--- src/rtl/mesi_isc_broad_fifo.sv ---
// Broadcast request FIFO between the broadcast arbiter and broadcast control.
// Show-ahead head outputs, registered status flags, sticky overflow/underflow.
module mesi_isc_broad_fifo #(
   parameter int FIFO_SIZE      = 4,
   parameter int FIFO_SIZE_LOG2 = 2
) (
   input  logic        clk,
   input  logic        rst,
   input  logic        wr_i,
   input  logic [31:0] addr_i,
   input  logic [1:0]  type_i,
   input  logic [1:0]  cpu_id_i,
   input  logic [6:0]  id_i,
   input  logic        rd_i,
   output logic [31:0] addr_o,
   output logic [1:0]  type_o,
   output logic [1:0]  cpu_id_o,
   output logic [6:0]  id_o,
   output logic        status_empty_o,
   output logic        status_full_o,
   output logic        overflow_o,
   output logic        underflow_o
);

   localparam int ENTRY_W = 43;
   localparam logic [FIFO_SIZE_LOG2:0] FULL_CNT = FIFO_SIZE[FIFO_SIZE_LOG2:0];
   localparam logic [FIFO_SIZE_LOG2:0] ONE_CNT  = {{FIFO_SIZE_LOG2{1'b0}}, 1'b1};
   localparam logic [FIFO_SIZE_LOG2-1:0] ONE_PTR = {{(FIFO_SIZE_LOG2-1){1'b0}}, 1'b1};

   logic [ENTRY_W-1:0]        mem [FIFO_SIZE];
   logic [FIFO_SIZE_LOG2-1:0] wr_ptr;
   logic [FIFO_SIZE_LOG2-1:0] rd_ptr;
   logic [FIFO_SIZE_LOG2:0]   count;
   logic [FIFO_SIZE_LOG2:0]   count_next;
   logic                      wr_ok;
   logic                      rd_ok;

   // Acceptance uses the registered flags, so full+rd+wr pops only and empty+rd+wr pushes only.
   assign wr_ok = wr_i & ~status_full_o;
   assign rd_ok = rd_i & ~status_empty_o;

   always_comb begin
      count_next = count;
      if (wr_ok && !rd_ok)
         count_next = count + ONE_CNT;
      else if (rd_ok && !wr_ok)
         count_next = count - ONE_CNT;
   end

   always_ff @(posedge clk) begin
      if (rst) begin
         wr_ptr         <= '0;
         rd_ptr         <= '0;
         count          <= '0;
         status_empty_o <= 1'b1;
         status_full_o  <= 1'b0;
         overflow_o     <= 1'b0;
         underflow_o    <= 1'b0;
      end else begin
         if (wr_ok)
            wr_ptr <= wr_ptr + ONE_PTR;
         if (rd_ok)
            rd_ptr <= rd_ptr + ONE_PTR;
         count          <= count_next;
         status_empty_o <= (count_next == '0);
         status_full_o  <= (count_next == FULL_CNT);
         if (wr_i && status_full_o)
            overflow_o <= 1'b1;
         if (rd_i && status_empty_o)
            underflow_o <= 1'b1;
      end
   end

   // Storage is deliberately left out of reset; the pointers alone define validity.
   always_ff @(posedge clk) begin
      if (wr_ok && !rst)
         mem[wr_ptr] <= {addr_i, type_i, cpu_id_i, id_i};
   end

   assign {addr_o, type_o, cpu_id_o, id_o} = mem[rd_ptr];

endmodule

--- config.mk ---
export PLATFORM = sky130hd
export DESIGN_NAME = mesi_isc_broad_fifo
export DESIGN_NICKNAME = d
export VERILOG_FILES = /design/src/rtl/mesi_isc_broad_fifo.sv
export SDC_FILE = /design/constraint.sdc
export NUM_CORES = 1
export LEC_CHECK = 0
export CAP_MARGIN = 5
export CORE_UTILIZATION = 51
export CTS_CLUSTER_DIAMETER = 200
export DETAILED_ROUTE_END_ITERATION = 10
export PLACE_DENSITY = 0.77
export SYNTH_ARGS = -nofsm -noshare
export SYNTH_HDL_FRONTEND = slang
export SYNTH_SLANG_ARGS = --single-unit
export TNS_END_PERCENT = 1
--- constraint.sdc ---
create_clock -name clk -period 2 [get_ports clk]
set_clock_uncertainty 0.15 [all_clocks]
set_input_delay 0.2 -clock clk [delete_from_list [all_inputs] [get_ports clk]]
set_output_delay 0.2 -clock clk [all_outputs]
set_load 0.01 [all_outputs]
Yosys cells after proc, flatten, opt, wreduce, memory -nomap -nowiden. Memories as Yosys holds them, arrays and structs flattened. A register that Yosys moved wholly into a read port is not among the register bits. Cells that the tools add are included.

Add/sub/neg operators: 4. Multiplexer cells: 6. Bitwise operators: 4. Reductions and logical operators: 9. Eq/ne operators: 1.

Operators with widths (count): $mux 3 (2); $logic_and 1x1->1 (5); $add 2x1->2 const B (2); $mux 2 (2); $add 3x1->3 const B (1); $eq 3x3->1 const B (1); $logic_not 1->1 (3); $logic_not 3->1 (1); $sub 3x1->3 const B (1); $and 1x1->1 (2); $mux 1 (2); $not 1->1 (2).

Memories: 1. Word-level logic and storage cells: 32. Bits of input ports: 47. Register bits after elaboration: 11. Bits in writable memories: 172.

Memories: mem (depth 4, width 43, read ports 1, clocked after memory_dff 1, write ports 1, RTL line 30) `logic [ENTRY_W-1:0] mem [FIFO_SIZE];`.

Longest topological paths before layout.
Depth in word-level cells: 7. Depth in mapped cells: 5. Mapped depth without buffers: 5.

Worst setup path after synthesis. OpenSTA, ideal clock, no wires.

Path kind: register to register. Start: reg status_full_o. End: mem mem[3][0], enable pin. Data required time: 1.470 ns. Arrival time: 1.345 ns. Library setup time: 0.380 ns. Path buffers: 1. Cell stages (with the launch flop): 4. Clock period less this slack: 1.875 ns. Setup slack: 0.125 ns. Cell sequence: dfxtp_1 nor2b_4 buf_6 and3_2.

Longest elaborated chain between the ends: 5.

RTL lines: from (decl) (RTL line 20) `output logic status_full_o,`; from (signal assigned) (RTL line 66) `status_full_o <= (count_next == FULL_CNT);`; $not 1->1 (RTL line 39) `assign wr_ok = wr_i & ~status_full_o;`; $and 1x1->1 (RTL line 39); $logic_and 1x1->1 (RTL line 76) `if (wr_ok && !rst)`; $mux 1 (RTL line 76); $mux 1 (implied by the code) (RTL line 77) `mem[wr_ptr] <= {addr_i, type_i, cpu_id_i, id_i};`; to (decl) (RTL line 30).

No other way between the ends.

==> summary.txt <==
Outcome -> finished with violations
Failing checks -> setup timing
Met3 routed WL -> 622 um
First drt pass iteration count -> 4
Design Area, Final -> 8970 um2
Input/output buffers -> 93
Synth warn -> 0
CP delay by family, top -> multiplexers
Filler cells -> 829
Die area -> 14000 um2
DR DRC count -> 0
Mean Syn Cell Area -> 22.9 um2
Slack of the critical path -> -0.103 ns
Sequential area share after synthesis -> 78.6%
Synth Instances -> 301
Area share of the largest cell type after synthesis -> 74.8%
Vias per cell -> 5.44
Worst Tran Pin Value -> 0.326 ns
Final non-filler cell total -> 617
First-pass GRT wire length -> 19000 um
Yosys reg bits -> 185
Maximum operating frequency -> 0.476 GHz
Total wire length -> 12200 um
Nets@finish -> 481
CTS Buf Count -> 17
Via count -> 3357
CP max-delay cell -> mux4_2
Layout cells sized above 1 -> 35.6%
Clock transition at the registers of the reported paths -> 0.06 ns
Switch Pwr -> 2.25 mW
Final hold violations -> 0
LEAKAGE -> 2.99 nW
Largest net degree at the start of global routing -> 33
Hold WS -> 0.248 ns
Met2 WL -> 6290 um
Synth cell types -> 33
Netlist Area Pre-Place -> 6910 um2
Worst slack, placed -> -0.00690 ns
Logic pwr share -> 19.4%
Met1 WL -> 5060 um
Root Buffer -> clkbuf_16
Overflow after GRT -> 0
Top Metal Used -> met4
Inst Count DP -> 578
Syn Nets -> 354
Pins Over Slew Limit -> 0
Clk sinks -> 185
CTS HTree Levels -> 4
GRT Overall Usage -> 18.9%
Critical path class -> flip-flop to output port
Max clock buf depth -> 2
Final min period -> 2.10 ns
Clock group share of total power -> 33.5%
Core area -> 13200 um2
CTS tree -> yes
Tcrit/Tclk final -> 105%
Seq pwr share -> 47.2%
Design Power -> 9.63 mW
N_diodes -> 0
Max-cap viol count -> 0
Dpl cell area -> 8280 um2
Skew-Pair Late Insertion Delay -> 0.43 ns
Die height -> 118 um
Post-DP HPWL -> 7680 um
Antenna viol nets, final -> 0
Critical Path Most Common Cell -> buf_12
Critical Path RT -> 1.65 ns
I/O pin count -> 94
Wirelength per Cell -> 19.7 um
Iter 0 DRT Violations -> 266
Crit. End Element -> output port
Max_slew headroom -> 78.2%
Max Fanout on Critical Path -> 5
Hold Path Class -> input port to flip-flop
Area of the multi-input gates -> 1370 um2
Buf/Inv on CP -> 3
Initial Utilization -> 52.1%
Synth area leaders -> edfxtp_1 75%, mux4_2 14%, dfxtp_1 3.8%, ha_1 1.1%, and3_2 0.54%
Worst vdd ir -> 0.000566 V
Crit-path cells -> buf_12, buf_12, mux4_2, buf_6
Critical path startpoint category -> flip-flop
Setup TNS -> -3.01 ns
Unrepaired setup endpoints after global routing -> true
Chip Width -> 118 um
WP data arrival -> 1.75 ns
Power Density -> 1070 nW/um2
Switching share of power -> 23.3%
Crit-path max cell delay -> 0.53 ns
Initial antenna violation count -> 0
Final setup vio count -> 43
Final GP Congestion -> 0.755
Register Area -> 5430 um2
Final Util -> 67.7%
Row count -> 42
Internal power -> 7.38 mW
Area Overhead vs Synth -> 29.9%
Dominant cell type by area after synthesis -> edfxtp_1
Vias in the first global route -> 3566
==> layer usage <==
| metal | track usage [%] | vias up |
|---|---|---|
| met5 | 0 | - |
| met4 | 8.09 | 0 |
| met3 | 4.83 | 20 |
| met2 | 31.2 | 117 |
| met1 | 23.7 | 1714 |
| li1 | - | 1506 |
==> layout by cell type (no fill, tap or decap), types with 2 or more instances in the layout <==
cell type	n
nand3_1	2
inv_6	2
clkdlybuf4s50_1	50
nor2_1	9
nor4_2	2
clkbuf_16	17
dfxtp_1	11
clkinvlp_4	3
buf_6	31
bufinv_16	2
ha_1	6
xnor2_1	3
clkbuf_1	2
nand2_1	4
clkinv_4	5
mux4_2	43
nand2b_1	2
nor3_1	2
and3_2	5
buf_12	13
buf_16	2
buf_2	13
a21oi_1	6
buf_4	11
inv_1	6
edfxtp_1	172
==> area by class of cell <==
| type | instances | share of cell area, % |
|---|---|---|
| tap | 176 | 2.45 |
| timing repair buffer | 121 | 15.0 |
| inverter | 6 | 0.251 |
| sequential | 185 | 60.5 |
| multi-input combinational | 97 | 15.3 |
| clock inverter | 13 | 1.65 |
| clock buffer | 19 | 4.83 |
==> cells in the mapped netlist, drive strengths merged <==
cell / instances
edfxtp: 172
clkbuf: 2
a221oi: 1
mux4: 43
nand2b: 2
dfxtp: 13
buf: 11
and3: 6
xor2: 1
ha: 6
nor4: 2
and2: 1
nor3: 2
a211oi: 1
o21ai: 1
a21oi: 6
o31ai: 1
nor2b: 2
a311oi: 1
inv: 6
nand2: 4
nor2: 9
nor3b: 1
nand3: 3
xnor2: 4
==> sequential cells by signal, summed over array words and instances, names as in the netlist, named ones only <==
| name | cells |
|---|---|
| mem | 172 |
| count | 3 |
| rd_ptr | 2 |
| wr_ptr | 2 |
| overflow_o | 1 |
| status_empty_o | 1 |
| status_full_o | 1 |
| underflow_o | 1 |
==> timing repair <==
action / in CTS / in global routing
buffers inserted: 3 / 1
gates resized for setup: 192 / 14
gates cloned: 3 / 0
hold buffers: 0 / 0
setup endpoints to repair: 43 / 42
==> power by group through the flow <==
stage                     Clock, mW  Sequential (mW)  Combinational (mW)
after floorplan                   0             4.60               0.929
after global placement            0             4.62                1.70
after detailed placement          0             4.64                1.73
after CTS                      3.27             4.55                1.81
after global routing           3.41             4.56                2.00
final                          3.22             4.54                1.87
==> cells by family (layout without fill, tap and decap cells) <==
| group | after synthesis | after routing | share of synthesized area (%) |
|---|---|---|---|
| buffers and inverters | 19 | 159 | 1.56 |
| AND/OR/NAND/NOR | 32 | 32 | 2.95 |
| multiplexers | 43 | 43 | 14.0 |
| flip-flops | 185 | 185 | 78.6 |
| XOR/XNOR | 5 | 5 | 0.743 |
| AO/OA/AOI/OAI | 11 | 11 | 1.07 |
| adder cells (fa/ha/maj) | 6 | 6 | 1.09 |
==> final timing paths <==
path | slack [ns] | startpoint | end | depth (start not counted)
hold / removal | 0.25 | addr_i[12] | mem[3][23] | 1
hold reg to reg | 0.32 | underflow_o | underflow_o | 2
setup / recovery | -0.10 | flip-flop | addr_o[12] | 4
setup reg to reg | 0.20 | count[0] | status_empty_o | 5
(Power assumes the default switching activity.)
